===== src/rtl/wave_readout_streamer.sv =====
// Streams one waveform as a byte packet: 2-byte marker, 2-byte wave number, then NUM_SAMPLES 16-bit samples MSB first.
// Each sample costs 1+READ_LATENCY fetch cycles; tx_ready low stalls the current byte with all outputs held.
module wave_readout_streamer #(
  parameter int          NUM_SAMPLES  = 1000,
  parameter int          READ_LATENCY = 2,
  parameter logic [15:0] HEADER       = 16'h5741
) (
  input  logic        sys_clk,
  input  logic        reset,
  input  logic        start,
  input  logic [15:0] waveNumber,
  input  logic [15:0] waveSample,
  output logic [15:0] SampleNum,
  output logic [7:0]  tx_data,
  output logic        tx_valid,
  input  logic        tx_ready,
  output logic        tx_sop,
  output logic        tx_eop,
  output logic        busy,
  output logic        done
);

  localparam logic [2:0] IDLE    = 3'd0;
  localparam logic [2:0] HDR     = 3'd1;
  localparam logic [2:0] FETCH   = 3'd2;
  localparam logic [2:0] WAIT    = 3'd3;
  localparam logic [2:0] SEND_HI = 3'd4;
  localparam logic [2:0] SEND_LO = 3'd5;
  localparam logic [2:0] DONE    = 3'd6;

  localparam logic [15:0] LAST_IDX = 16'(NUM_SAMPLES - 1);
  localparam logic [3:0]  LAT_LAST = 4'(READ_LATENCY - 1);

  logic [2:0]  state;
  logic [15:0] wnReg;
  logic [15:0] holdReg;
  logic [15:0] sampleIdx;
  logic [1:0]  byteCnt;
  logic [3:0]  waitCnt;
  logic        beat;

  assign beat = tx_valid && tx_ready;

  always_ff @(posedge sys_clk or posedge reset) begin
    if (reset) begin
      state     <= IDLE;
      wnReg     <= '0;
      holdReg   <= '0;
      sampleIdx <= '0;
      byteCnt   <= '0;
      waitCnt   <= '0;
    end else begin
      case (state)
        IDLE: begin
          if (start) begin
            wnReg     <= waveNumber;
            sampleIdx <= '0;
            byteCnt   <= '0;
            waitCnt   <= '0;
            state     <= HDR;
          end
        end
        HDR: begin
          if (beat) begin
            byteCnt <= byteCnt + 2'd1;
            if (byteCnt == 2'd3) state <= FETCH;
          end
        end
        FETCH: begin
          waitCnt <= '0;
          state   <= WAIT;
        end
        // The address has been stable since FETCH, so after READ_LATENCY wait cycles the data is settled.
        WAIT: begin
          if (waitCnt == LAT_LAST) begin
            holdReg <= waveSample;
            waitCnt <= '0;
            state   <= SEND_HI;
          end else begin
            waitCnt <= waitCnt + 4'd1;
          end
        end
        SEND_HI: begin
          if (beat) state <= SEND_LO;
        end
        SEND_LO: begin
          if (beat) begin
            if (sampleIdx == LAST_IDX) begin
              state <= DONE;
            end else begin
              sampleIdx <= sampleIdx + 16'd1;
              state     <= FETCH;
            end
          end
        end
        DONE: begin
          sampleIdx <= '0;
          state     <= IDLE;
        end
        default: state <= IDLE;
      endcase
    end
  end

  // Outputs decode from registered state only, so they are stable while stalled and clear with reset.
  always_comb begin
    tx_data = 8'h00;
    case (state)
      HDR: begin
        case (byteCnt)
          2'd0: tx_data = HEADER[15:8];
          2'd1: tx_data = HEADER[7:0];
          2'd2: tx_data = wnReg[15:8];
          default: tx_data = wnReg[7:0];
        endcase
      end
      SEND_HI: tx_data = holdReg[15:8];
      SEND_LO: tx_data = holdReg[7:0];
      default: tx_data = 8'h00;
    endcase
  end

  assign tx_valid  = (state == HDR) || (state == SEND_HI) || (state == SEND_LO);
  assign tx_sop    = (state == HDR) && (byteCnt == 2'd0);
  assign tx_eop    = (state == SEND_LO) && (sampleIdx == LAST_IDX);
  assign busy      = (state != IDLE);
  assign done      = (state == DONE);
  assign SampleNum = sampleIdx;

endmodule


===== config.mk =====
export PLATFORM = sky130hd
export DESIGN_NAME = wave_readout_streamer
export DESIGN_NICKNAME = d
export VERILOG_FILES = /design/src/rtl/wave_readout_streamer.sv
export SDC_FILE = /design/constraint.sdc
export NUM_CORES = 1
export LEC_CHECK = 0
export ABC_AREA = 1
export CORE_AREA = 3 3 100 102
export CTS_CLUSTER_SIZE = 25
export DETAILED_ROUTE_END_ITERATION = 7
export DIE_AREA = 0 0 103 105
export PLACE_DENSITY = 0.68
export RECOVER_POWER = 100
export SLEW_MARGIN = 15
export SYNTH_ARGS = -nofsm -noshare
export SYNTH_HDL_FRONTEND = slang
export SYNTH_SLANG_ARGS = --single-unit
export TNS_END_PERCENT = 100

===== constraint.sdc =====
create_clock -name sys_clk -period 1.7 [get_ports sys_clk]
set_input_delay 0.34 -clock sys_clk [delete_from_list [all_inputs] [get_ports sys_clk]]
set_output_delay 0.34 -clock sys_clk [all_outputs]
set_load 0.05 [all_outputs]

=== Word level (Yosys, flattened, before mapping) ===
Cells that the tools add are included.

* Add/subtract/negate cells: 3
* Multiply operators: 0
* Divide/modulo/power cells: 0
* Order comparisons: 0
* Equal/unequal tests: 18
* Shift operators: 0
* Mux-type cells: 20
* Bitwise operators: 0
* Reduce and logical (&&, ||, !) cells: 17

{| class="wikitable"
|+ Operators by type and width
! cell !! number
|-
| $mux W16 || 3
|-
| $pmux W16 S3 || 1
|-
| $pmux W8 S3 || 2
|-
| $mux W3 || 7
|-
| $pmux W3 S6 || 1
|-
| $add A16 B1 Y16 const B || 1
|-
| $eq A16 B10 Y1 const B || 1
|-
| $ne A2 B2 Y1 const B || 7
|-
| $pmux W4 S3 || 1
|-
| $eq A3 B3 Y1 const B || 3
|-
| $reduce_bool A3 Y1 || 3
|-
| $mux W4 || 2
|-
| $eq A3 B2 Y1 const B || 2
|-
| $reduce_and A2 Y1 || 3
|-
| $reduce_and A6 Y1 || 1
|-
| $add A4 B1 Y4 const B || 1
|-
| $eq A2 B2 Y1 const B || 2
|-
| $eq A4 B1 Y1 const B || 1
|-
| $mux W2 || 2
|-
| $pmux W2 S2 || 1
|-
| $reduce_and A4 Y1 || 1
|-
| $eq A3 B1 Y1 const B || 1
|-
| $logic_and A1 B1 Y1 || 3
|-
| $logic_not A3 Y1 || 1
|-
| 6 further kinds || 7
|}

* Flip-flop bits (word level): 57
* Latch bits: 0
* Memory bits (writable): 0
* Memory bits (read-only): 0
* Bits of input ports: 36
* Output and inout port bits: 29
* Logic and storage cells: 64
* Memories: 0

=== Logic depth before layout (Yosys ltp) ===
Gate-level depths: netlist of the first run.

* Word-level depth: 6
* Depth in mapped cells: 11
* Depth with buffers taken out: 10

=== Least setup slack after synthesis of the first run ===
OpenSTA, ideal clock, no wires.

* Path kind: reg-to-output
* Start: register state[0]
* End: output tx_data[7]
* Arrival: 1.814 ns
* Required time: 1.360 ns
* Slack: -0.454 ns
* Cell stages (with the launch flop): 5
* Buffers on the path: 1
* Cells stage by stage: dfrtp_1 -> buf_2 -> nor2_1 -> nand2_1 -> o21ai_0

* Longest elaborated chain between the ends: 2

{| class="wikitable"
|+ Ends and longest elaborated chain
! item !! line !! text
|-
| start, declared || 34 || <nowiki>logic [2:0] state;</nowiki>
|-
| start signal, assigned || 46 || <nowiki>state <= IDLE;</nowiki>
|-
| start signal, assigned || 60 || <nowiki>state <= HDR;</nowiki>
|-
| start signal, assigned || 66 || <nowiki>if (byteCnt == 2'd3) state <= FETCH;</nowiki>
|-
| $eq A3 B3 Y1 or $eq A3 B1 Y1 (tied branches) || 108 || <nowiki>case (state)</nowiki>
|-
| $pmux W8 S3 (*) || 108 ||
|-
| end, declared || 14 || <nowiki>output logic [7:0] tx_data,</nowiki>
|}

Every way passes the cells marked *; elsewhere a longest branch is shown, timed or not.

=== Worst setup path after layout of the first run ===
* Start: register byteCnt[1]
* End: output tx_data[0]

* Longest elaborated chain between the ends: 3

{| class="wikitable"
|+ Ends and longest elaborated chain
! item !! line !! text
|-
| start, declared || 38 || <nowiki>logic [1:0] byteCnt;</nowiki>
|-
| start signal, assigned || 65 || <nowiki>byteCnt <= byteCnt + 2'd1;</nowiki>
|-
| $eq A2 B2 Y1 (tied with other cells) || 110 || <nowiki>case (byteCnt)</nowiki>
|-
| $pmux W8 S3 (*) || 110 ||
|-
| $pmux W8 S3 (*) || 108 ||
|}

Marked as above.

==> results of run 1 <==
state kept, by name (all words and copies together) (netlist names):
signal / flops
byteCnt: 2
wnReg: 16
holdReg: 16
SampleNum: 16
waitCnt: 4
state: 3
Yosys cell counts (5+ instances only):
master   count  share of area (%)
nand2_1    102                 12
dfrtp_1     57                 44
mux2_2      24                8.4
a21oi_1      9                1.4
inv_1       37                4.3
buf_2        8                1.2
nor2_1      37                4.3
nand4_1      5               0.97
nand3_1     44                6.9
o21ai_1     14                2.2
xor2_1       5                1.4
o21ai_0     15                2.3
ha_1         7                2.7
cell type report:
cell class                      instances  area (µm²)
Clock buffer                            9         124
Clock inverter                          7         103
Fill cell                             762        4010
Inverter                               40         176
Multi-Input combinational cell        284        1890
Sequential cell                        57        1440
Tap cell                              111         139
Timing Repair Buffer                  124        1320
worst paths after layout:
check	end	slack [ns]
worst max-delay path	tx_data[0]	-0.37
worst min register to register	holdReg[11]$_DFFE_PP0P_	0.51
worst min-delay path	holdReg[11]$_DFFE_PP0P_	0.51
worst max register to register	SampleNum[15]$_DFFE_PP0P_	-0.06
min in group asynchronous	wnReg[14]$_DFFE_PP0P_	0.55
max in group asynchronous	holdReg[12]$_DFFE_PP0P_	0.15
per-layer routing:
metal	vias to the layer above	global-route usage, %	share of wire (%)
met4	0	6.85	2.2
met2	172	31.0	53
met5	-	0	0
li1	1539	-	-
met1	1574	21.4	38
met3	25	4.74	7.4
power groups by stage:
stage / sequential [mW] / combinational (mW) / clock (mW)
after global routing: 2.25 / 4.62 / 1.55
final: 2.20 / 4.37 / 1.47
after CTS: 2.16 / 3.72 / 1.49
after floorplan: 2.04 / 1.98 / 0
after detailed placement: 2.14 / 3.25 / 0
after global placement: 2.12 / 3.18 / 0
worst max-delay path: cells and delay by family, from the launching register on:
family	cells	cell delay, ns
DFF	1	0.45
and+or+nand+nor	2	0.20
adders and majority gates	1	0.19
buffers and inverters	2	0.24
AOI/OAI and AO/OA	2	0.30
repair_timing:
action / in CTS / in global routing
setup endpoints to repair: 13 / 34
gates resized for setup: 60 / 49
buffers inserted: 15 / 13
hold buffers: 0 / 0
cloned: 0 / 3
pin swaps: 19 / 20
metrics by stage:
step / util (%) / hold slack (ns)
after detailed placement: 49.1 / 0.495
after CTS: 54.7 / 0.364
after global placement: 49.1 / 0.489
final: 56.4 / 0.514
after global routing: 56.4 / 0.533
after floorplan: - / 0.427
cells by family (layout without fill, tap and decap cells):
kind of cell | after synthesis | count (layout)
buffers and inverters | 52 | 180
AOI/OAI and AO/OA | 46 | 46
xor gates and xnor gates | 5 | 5
adders and majority gates | 7 | 7
muxes | 28 | 28
and+or+nand+nor | 198 | 198
DFF | 57 | 57
==> flow_summary.json, run 1 <==
{
  "p_int_mw": 4.81,
  "vias": 3310,
  "timing.setup.tns_ns": -3.55,
  "place_area_um2": 4520,
  "syn-cell-area_um2": 3210,
  "cts_made_buffers": 9,
  "synthFlopType": "dfrtp_1",
  "synth_nets": 436,
  "min_period_ns": 2.07,
  "whs_path_depth": 1,
  "startpoint_type": "register",
  "setup_viol": 29,
  "synth_edf_count": 0,
  "seqPwrFrac_pct": 27.4,
  "grt_start_max_net_pins": 31,
  "r2r-start": "SampleNum[0]$_DFFE_PP0P_",
  "synth_xor_xnor_area_share_pct": 1.36,
  "clockBufferDepth": 2,
  "root_buffer": "clkbuf_8",
  "pre_cts_slack_ns": -0.0144,
  "ios": 65,
  "ant_nets": 0,
  "end_kind": "output port",
  "synthMuxAreaShare_pct": 10.3,
  "max_stage_delay_ns": 0.45,
  "final_layout_size_suffix_gt1_share_pct": 39.5,
  "die_h_um": 105,
  "synth-simple-area-share_pct": 26.7,
  "cap_viol_max_count": 0,
  "dp_cells": 594,
  "required_ns": 1.36,
  "worstPathArrival_ns": 1.73,
  "worstMarginPinSlew_ns": 0.779,
  "synth_top_family_by_area": "simple AND/OR/NAND/NOR gates",
  "ys_seq_elements": 57,
  "yosys.area_share.adder_pct": 2.73,
  "synth.avg_cell_area_um2": 8.17,
  "ys_warn_count": 0,
  "postSynthCellCount": 393,
  "layout_commonest_cell": "nand2_1",
  "gp_congestion": 0.910,
  "r2r_cells": 7,
  "wl_per_cell_um": 16.2,
  "portBuffers": 64,
  "min_path_type": "reg2reg",
  "fin_skew_ns": 0.0114,
  "finalCritPeriodShare_pct": 122,
  "fin_area_um2": 5190,
  "worstHoldStart": "holdReg[11]$_DFFE_PP0P_",
  "area_growth_pct": 61.6,
  "fin_nets": 559,
  "path_class": "reg2out",
  "crit_path_top_delay_cell": "dfrtp_2",
  "p_sw_mw": 3.22,
  "slew_viol_final": 0,
  "num_rows": 35,
  "post-route-drc-count": 0,
  "synth-compound-area-share_pct": 7.87,
  "p_sw_share_pct": 40.1,
  "hpwlAfterDp_mm": 6.68,
  "power_leakage_nw": 2.27,
  "clk_pin_slew_ns": 0.08,
  "die_area_um2": 10800,
  "finalNonFillerCells": 632,
  "p_per_area_nw_per_um2": 1550,
  "ir_drop_mv": 0.935,
  "cts_sinks": 57,
  "overflow": 0,
  "drt_iter0_drc": 179,
  "cts_tree": "built",
  "grt_pass1_vias": 3269,
  "grt_usage_pct": 18.1,
  "core_um2": 9200,
  "vias_per_cell": 5.24,
  "timing_hold_violations_final": 0,
  "most-common-layout-cells": "nand2_1 (88), dfrtp_1 (48), clkdlybuf4s50_1 (34)",
  "layout_setup_ws_ns": -0.374,
  "async_flop_share_pct": 100,
  "antenna_found_initial": 0,
  "start_util_pct": 34.9,
  "path_max_fanout": 4,
  "outcome": "complete, but fails checks",
  "pwr-share-clk_pct": 18.3,
  "p_total_mw": 8.04,
  "post_synth_num_cell_types": 30,
  "startpoint": "byteCnt[1]$_DFFE_PP0P_",
  "drt_pass1_iterations": 8,
  "violations": "setup timing",
  "die_w_um": 103,
  "fmax_mhz": 482,
  "relSlewSlack_pct": 47.8,
  "drt_wl_total_mm": 10.2,
  "synth_seq_area_share_pct": 44.4,
  "grt_pass1_wl_mm": 15.3,
  "antenna_cells": 0,
  "cts.htree.levels": 3,
  "cp_cell_sequence": "inv_2 > ha_4 > a211oi_2 > o21ai_1 > nand2_1 > nand3_4 > buf_12",
  "rsz0062_at_grt": "yes",
  "clk-insertion-delay-late_ns": 0.35,
  "power.share.combinational_pct": 54.4
}
Power figures use the tool's default switching activity.
==> run 2: changes to the inputs <==
--- a/config.mk
+++ b/config.mk
@@ -6,11 +6,12 @@
 export NUM_CORES = 1
 export LEC_CHECK = 0
 export ABC_AREA = 1
+export CAP_MARGIN = 40
 export CORE_AREA = 3 3 100 102
 export CTS_CLUSTER_SIZE = 25
 export DETAILED_ROUTE_END_ITERATION = 7
 export DIE_AREA = 0 0 103 105
-export PLACE_DENSITY = 0.68
+export PLACE_DENSITY = 0.65
 export RECOVER_POWER = 100
 export SLEW_MARGIN = 15
 export SYNTH_ARGS = -nofsm -noshare
==> constraint.sdc (replaced) <==
create_clock -name sys_clk -period 2.3 [get_ports sys_clk]
set_input_delay 0.46 -clock sys_clk [delete_from_list [all_inputs] [get_ports sys_clk]]
set_output_delay 0.46 -clock sys_clk [all_outputs]
set_load 0.05 [all_outputs]
==> flow_summary.json, run 2 (synthesis results as in run 1) <==
{
  "wl_per_cell_um": 14.1,
  "drt_iter0_drc": 197,
  "area_growth_pct": 31.4,
  "finalNonFillerCells": 582,
  "hpwlAfterDp_mm": 6.15,
  "ir_drop_mv": 0.641,
  "clockBufferDepth": 2,
  "worstMarginPinSlew_ns": 0.679,
  "die_w_um": 103,
  "grt_pass1_wl_mm": 13.2,
  "min_period_ns": 2.23,
  "path_class": "reg2out",
  "most-common-layout-cells": "nand2_1 (102), dfrtp_1 (55), nand3_1 (44)",
  "ios": 65,
  "start_util_pct": 34.9,
  "startpoint_type": "register",
  "drt_pass1_iterations": 4,
  "portBuffers": 64,
  "rsz0062_at_grt": "yes",
  "antenna_cells": 0,
  "relSlewSlack_pct": 54.7,
  "cts_sinks": 57,
  "power_leakage_nw": 1.90,
  "crit_path_top_delay_cell": "dfrtp_1",
  "whs_path_depth": 1,
  "fin_skew_ns": 0.00841,
  "ant_nets": 0,
  "slew_viol_final": 0,
  "fin_nets": 509,
  "finalCritPeriodShare_pct": 97.1,
  "clk-insertion-delay-late_ns": 0.34,
  "setup_viol": 0,
  "path_max_fanout": 8,
  "timing.setup.tns_ns": 0,
  "clk_pin_slew_ns": 0.07,
  "r2r_cells": 4,
  "gp_congestion": 0.842,
  "dp_cells": 563,
  "outcome": "complete, no violations",
  "postCtsHoldBufs": 0,
  "root_buffer": "clkbuf_8",
  "min_path_type": "reg2reg",
  "vias_per_cell": 4.98,
  "cts_tree": "built",
  "num_rows": 35,
  "cts.htree.levels": 3,
  "cp_cell_sequence": "inv_1 > ha_2 > a211oi_1 > o21ai_0 > nand2_1 > nand3_1 > buf_12",
  "layout_commonest_cell": "nand2_1",
  "grt_pass1_vias": 2831,
  "place_area_um2": 4090,
  "final_layout_size_suffix_gt1_share_pct": 15.7,
  "vias": 2897,
  "fill_cells": 911,
  "fmax_mhz": 448,
  "end_kind": "output port",
  "cap_viol_max_count": 0,
  "required_ns": 1.84,
  "die_h_um": 105,
  "die_area_um2": 10800,
  "core_um2": 9200,
  "timing_hold_violations_final": 0,
  "grt_start_max_net_pins": 42,
  "antenna_found_initial": 0,
  "fin_area_um2": 4220,
  "max_stage_delay_ns": 0.40,
  "drt_wl_total_mm": 8.22,
  "cts_made_buffers": 9,
  "p_per_area_nw_per_um2": 1040,
  "grt_usage_pct": 15.6,
  "post-route-drc-count": 0,
  "worstPathArrival_ns": 1.77,
  "overflow": 0
}
## run 2: what timing repair did
action | in CTS | in global routing
pin swaps | 0 | 0
setup buffers | 0 | 3
resized for setup | 8 | 10
setup endpoints to repair | 9 | 9
## run 2: report_power, final
group,leakage [nW],internal (mW),switching (mW)
Clock,0.0785,0.391,0.424
Combinational,1.11,0.834,1.20
Sequential,0.713,1.34,0.213
## run 2: worst max-delay path, delay by kind of cell (launching register included)
family          cells  cell delay, ns
simple gates        2            0.21
compound gates      2            0.26
flops               1            0.40
fa+ha+maj           1            0.28
buf+inv             2            0.27
## run 2: metal layers
layer / share of wire, % / vias up / global-route usage [%]
met1: 41 / 1355 / 18.3
li1: - / 1438 / -
met4: 2.8 / 0 / 5.83
met2: 50 / 87 / 26.2
met5: 0 / - / 0
met3: 5.8 / 17 / 5.07
## run 2: cell type report
type | count | area (µm²) | area share [%]
clock buffers | 10 | 128 | 3.02
inverters | 40 | 153 | 3.62
multi-input cells | 284 | 1570 | 37.1
flip-flops and latches | 57 | 1430 | 33.8
well taps | 111 | 139 | 3.29
repair buffers | 74 | 761 | 18.0
clock inverters | 6 | 45.0 | 1.07
## run 2: worst paths after layout
kind / slack, ns / end / from
worst max-delay path: 0.07 / tx_data[6] / byteCnt[0]$_DFFE_PP0P_
worst min-delay path: 0.51 / wnReg[3]$_DFFE_PP0P_ / wnReg[3]$_DFFE_PP0P_
worst max register to register: 0.25 / holdReg[0]$_DFFE_PP0P_ / state[2]$_DFFE_PP0P_
worst min register to register: 0.51 / wnReg[3]$_DFFE_PP0P_ / wnReg[3]$_DFFE_PP0P_
max in group asynchronous: 0.55 / state[0]$_DFFE_PP0P_ / reset
min in group asynchronous: 0.66 / SampleNum[1]$_DFFE_PP0P_ / reset
## run 2: per-stage QoR
stage / worst slack [ns] / util [%] / hold slack (ns) / power (mW)
3_3_place_gp: 0.331 / 44.5 / 0.490 / 3.65
6_report: 0.0670 / 45.9 / 0.505 / 4.41
5_1_grt: -0.0516 / 45.9 / 0.521 / 4.69
2_1_floorplan: 0.0264 / - / 0.478 / 2.90
3_5_place_dp: 0.247 / 44.5 / 0.494 / 3.70
4_1_cts: 0.000822 / 46.4 / 0.442 / 4.56
==> run 3: changes to the inputs <==
--- a/config.mk
+++ b/config.mk
@@ -7,11 +7,11 @@
 export LEC_CHECK = 0
 export ABC_AREA = 1
 export CAP_MARGIN = 40
-export CORE_AREA = 3 3 100 102
+export CORE_AREA = 3 3 93 95
 export CTS_CLUSTER_SIZE = 25
 export DETAILED_ROUTE_END_ITERATION = 7
-export DIE_AREA = 0 0 103 105
-export PLACE_DENSITY = 0.65
+export DIE_AREA = 0 0 96 98
+export PLACE_DENSITY = 0.73
 export RECOVER_POWER = 100
 export SLEW_MARGIN = 15
 export SYNTH_ARGS = -nofsm -noshare
==> flow_summary.json, run 3 (synthesis results as in run 1) <==
{
  "min_path_type": "reg2reg",
  "core_um2": 7810,
  "pre_cts_slack_ns": 0.197,
  "gp_congestion": 0.930,
  "ios": 65,
  "crit_family": "buffers and inverters",
  "die_h_um": 98,
  "clk_pin_slew_ns": 0.07,
  "timing.setup.tns_ns": 0,
  "relSlewSlack_pct": 5.28,
  "overflow": 0,
  "cts_tree": "built",
  "die_w_um": 96,
  "drt_iter0_drc": 139,
  "power_leakage_nw": 1.92,
  "end_kind": "output port",
  "layout_setup_ws_ns": 0.0980,
  "drt_wl_total_mm": 7.95,
  "cp_cell_sequence": "dlygate4sd3_1",
  "fin_skew_ns": 0.0103,
  "cts_made_buffers": 9,
  "path_class": "reg2out",
  "seq_area_um2": 1430,
  "grt_start_max_net_pins": 58,
  "grt_pass1_wl_mm": 13.5,
  "start_util_pct": 41.1,
  "grt_usage_pct": 18.1,
  "fill_cells": 728,
  "setup_viol": 0,
  "r2r_slack_ns": 0.23,
  "multi_input_area_um2": 1590,
  "fmax_mhz": 454,
  "p_per_area_nw_per_um2": 1080,
  "layout_commonest_cell": "nand2_1",
  "ant_nets": 0,
  "vias_per_cell": 5.12,
  "crit_path_top_delay_cell": "dlygate4sd3_1",
  "cts.htree.levels": 3,
  "worstMarginPinSlew_ns": 1.42,
  "min_period_ns": 2.20,
  "postCtsHoldBufs": 0,
  "max_stage_delay_ns": 0.92,
  "root_buffer": "clkbuf_8",
  "whs_path_depth": 1,
  "rsz0062_at_grt": "no",
  "cp_num_buf_inv": 1,
  "worstPathArrival_ns": 1.74,
  "outcome": "complete, no violations",
  "slew_viol_final": 0,
  "cts_sinks": 57,
  "fin_area_um2": 4230,
  "portBuffers": 64,
  "worstSetupPathDepth": 1,
  "r2r_cells": 8,
  "die_area_um2": 9410,
  "ir_drop_mv": 0.764,
  "timing_hold_violations_final": 0,
  "startpoint_type": "register",
  "fin_nets": 506,
  "area_growth_pct": 31.8,
  "post-route-drc-count": 0,
  "final_layout_size_suffix_gt1_share_pct": 16.5,
  "wl_per_cell_um": 14.0,
  "dp_cells": 553,
  "drt_pass1_iterations": 4,
  "num_rows": 32,
  "cap_viol_max_count": 0,
  "grt_pass1_vias": 2991,
  "hpwlAfterDp_mm": 5.81,
  "clk-insertion-delay-late_ns": 0.33,
  "path_max_fanout": 7,
  "place_area_um2": 4070,
  "antenna_found_initial": 0,
  "finalCritPeriodShare_pct": 95.7,
  "antenna_cells": 0,
  "vias": 2916,
  "finalNonFillerCells": 570,
  "most-common-layout-cells": "nand2_1 (102), dfrtp_1 (54), nand3_1 (43)",
  "required_ns": 1.84,
  "clockBufferDepth": 2
}
[run 3: through the flow]
step / total power [mW] / hold slack (ns) / utilization (%)
2_1_floorplan: 2.90 / 0.478 / -
3_3_place_gp: 3.63 / 0.489 / 52.1
3_5_place_dp: 3.69 / 0.494 / 52.1
4_1_cts: 4.72 / 0.511 / 54.9
5_1_grt: 4.85 / 0.525 / 54.2
6_report: 4.57 / 0.507 / 54.2
[run 3: final cells by class]
type / count / share of cell area (%)
Inverter: 40 / 3.61
Clock buffer: 10 / 3.02
Sequential cell: 57 / 33.8
Multi-Input combinational cell: 284 / 37.6
Tap cell: 102 / 3.02
Clock inverter: 6 / 1.95
Timing Repair Buffer: 71 / 17.1
[run 3: timing repair]
| action | in CTS | in global routing |
|---|---|---|
| gates resized for setup | 5 | 21 |
| pin swaps | 0 | 3 |
| endpoints found under the hold margin | 0 | 0 |
| setup buffers | 0 | 1 |
| setup endpoints to repair | 9 | 9 |
[run 3: power by group]
group / leakage (nW) / internal [mW] / switching (mW)
Sequential: 0.712 / 1.34 / 0.224
Combinational: 1.11 / 0.789 / 1.19
Clock: 0.106 / 0.605 / 0.415
Total: 1.92 / 2.74 / 1.83
[run 3: worst paths after layout]
kind                                                to                startpoint
worst max-delay path                      SampleNum[9]  SampleNum[9]$_DFFE_PP0P_
worst min-delay path              wnReg[7]$_DFFE_PP0P_      wnReg[7]$_DFFE_PP0P_
worst max register to register    state[0]$_DFFE_PP0P_      state[1]$_DFFE_PP0P_
worst min register to register    wnReg[7]$_DFFE_PP0P_      wnReg[7]$_DFFE_PP0P_
max in group asynchronous         state[2]$_DFFE_PP0P_                     reset
min in group asynchronous       holdReg[5]$_DFFE_PP0P_                     reset
[run 3: per-layer routing]
| layer | vias up | part of all wire (%) | track usage, % |
|---|---|---|---|
| met4 | 0 | 1.5 | 6.35 |
| met5 | - | 0 | 0 |
| li1 | 1428 | - | - |
| met1 | 1376 | 43 | 21.8 |
| met3 | 12 | 6.7 | 5.16 |
| met2 | 100 | 49 | 30.3 |
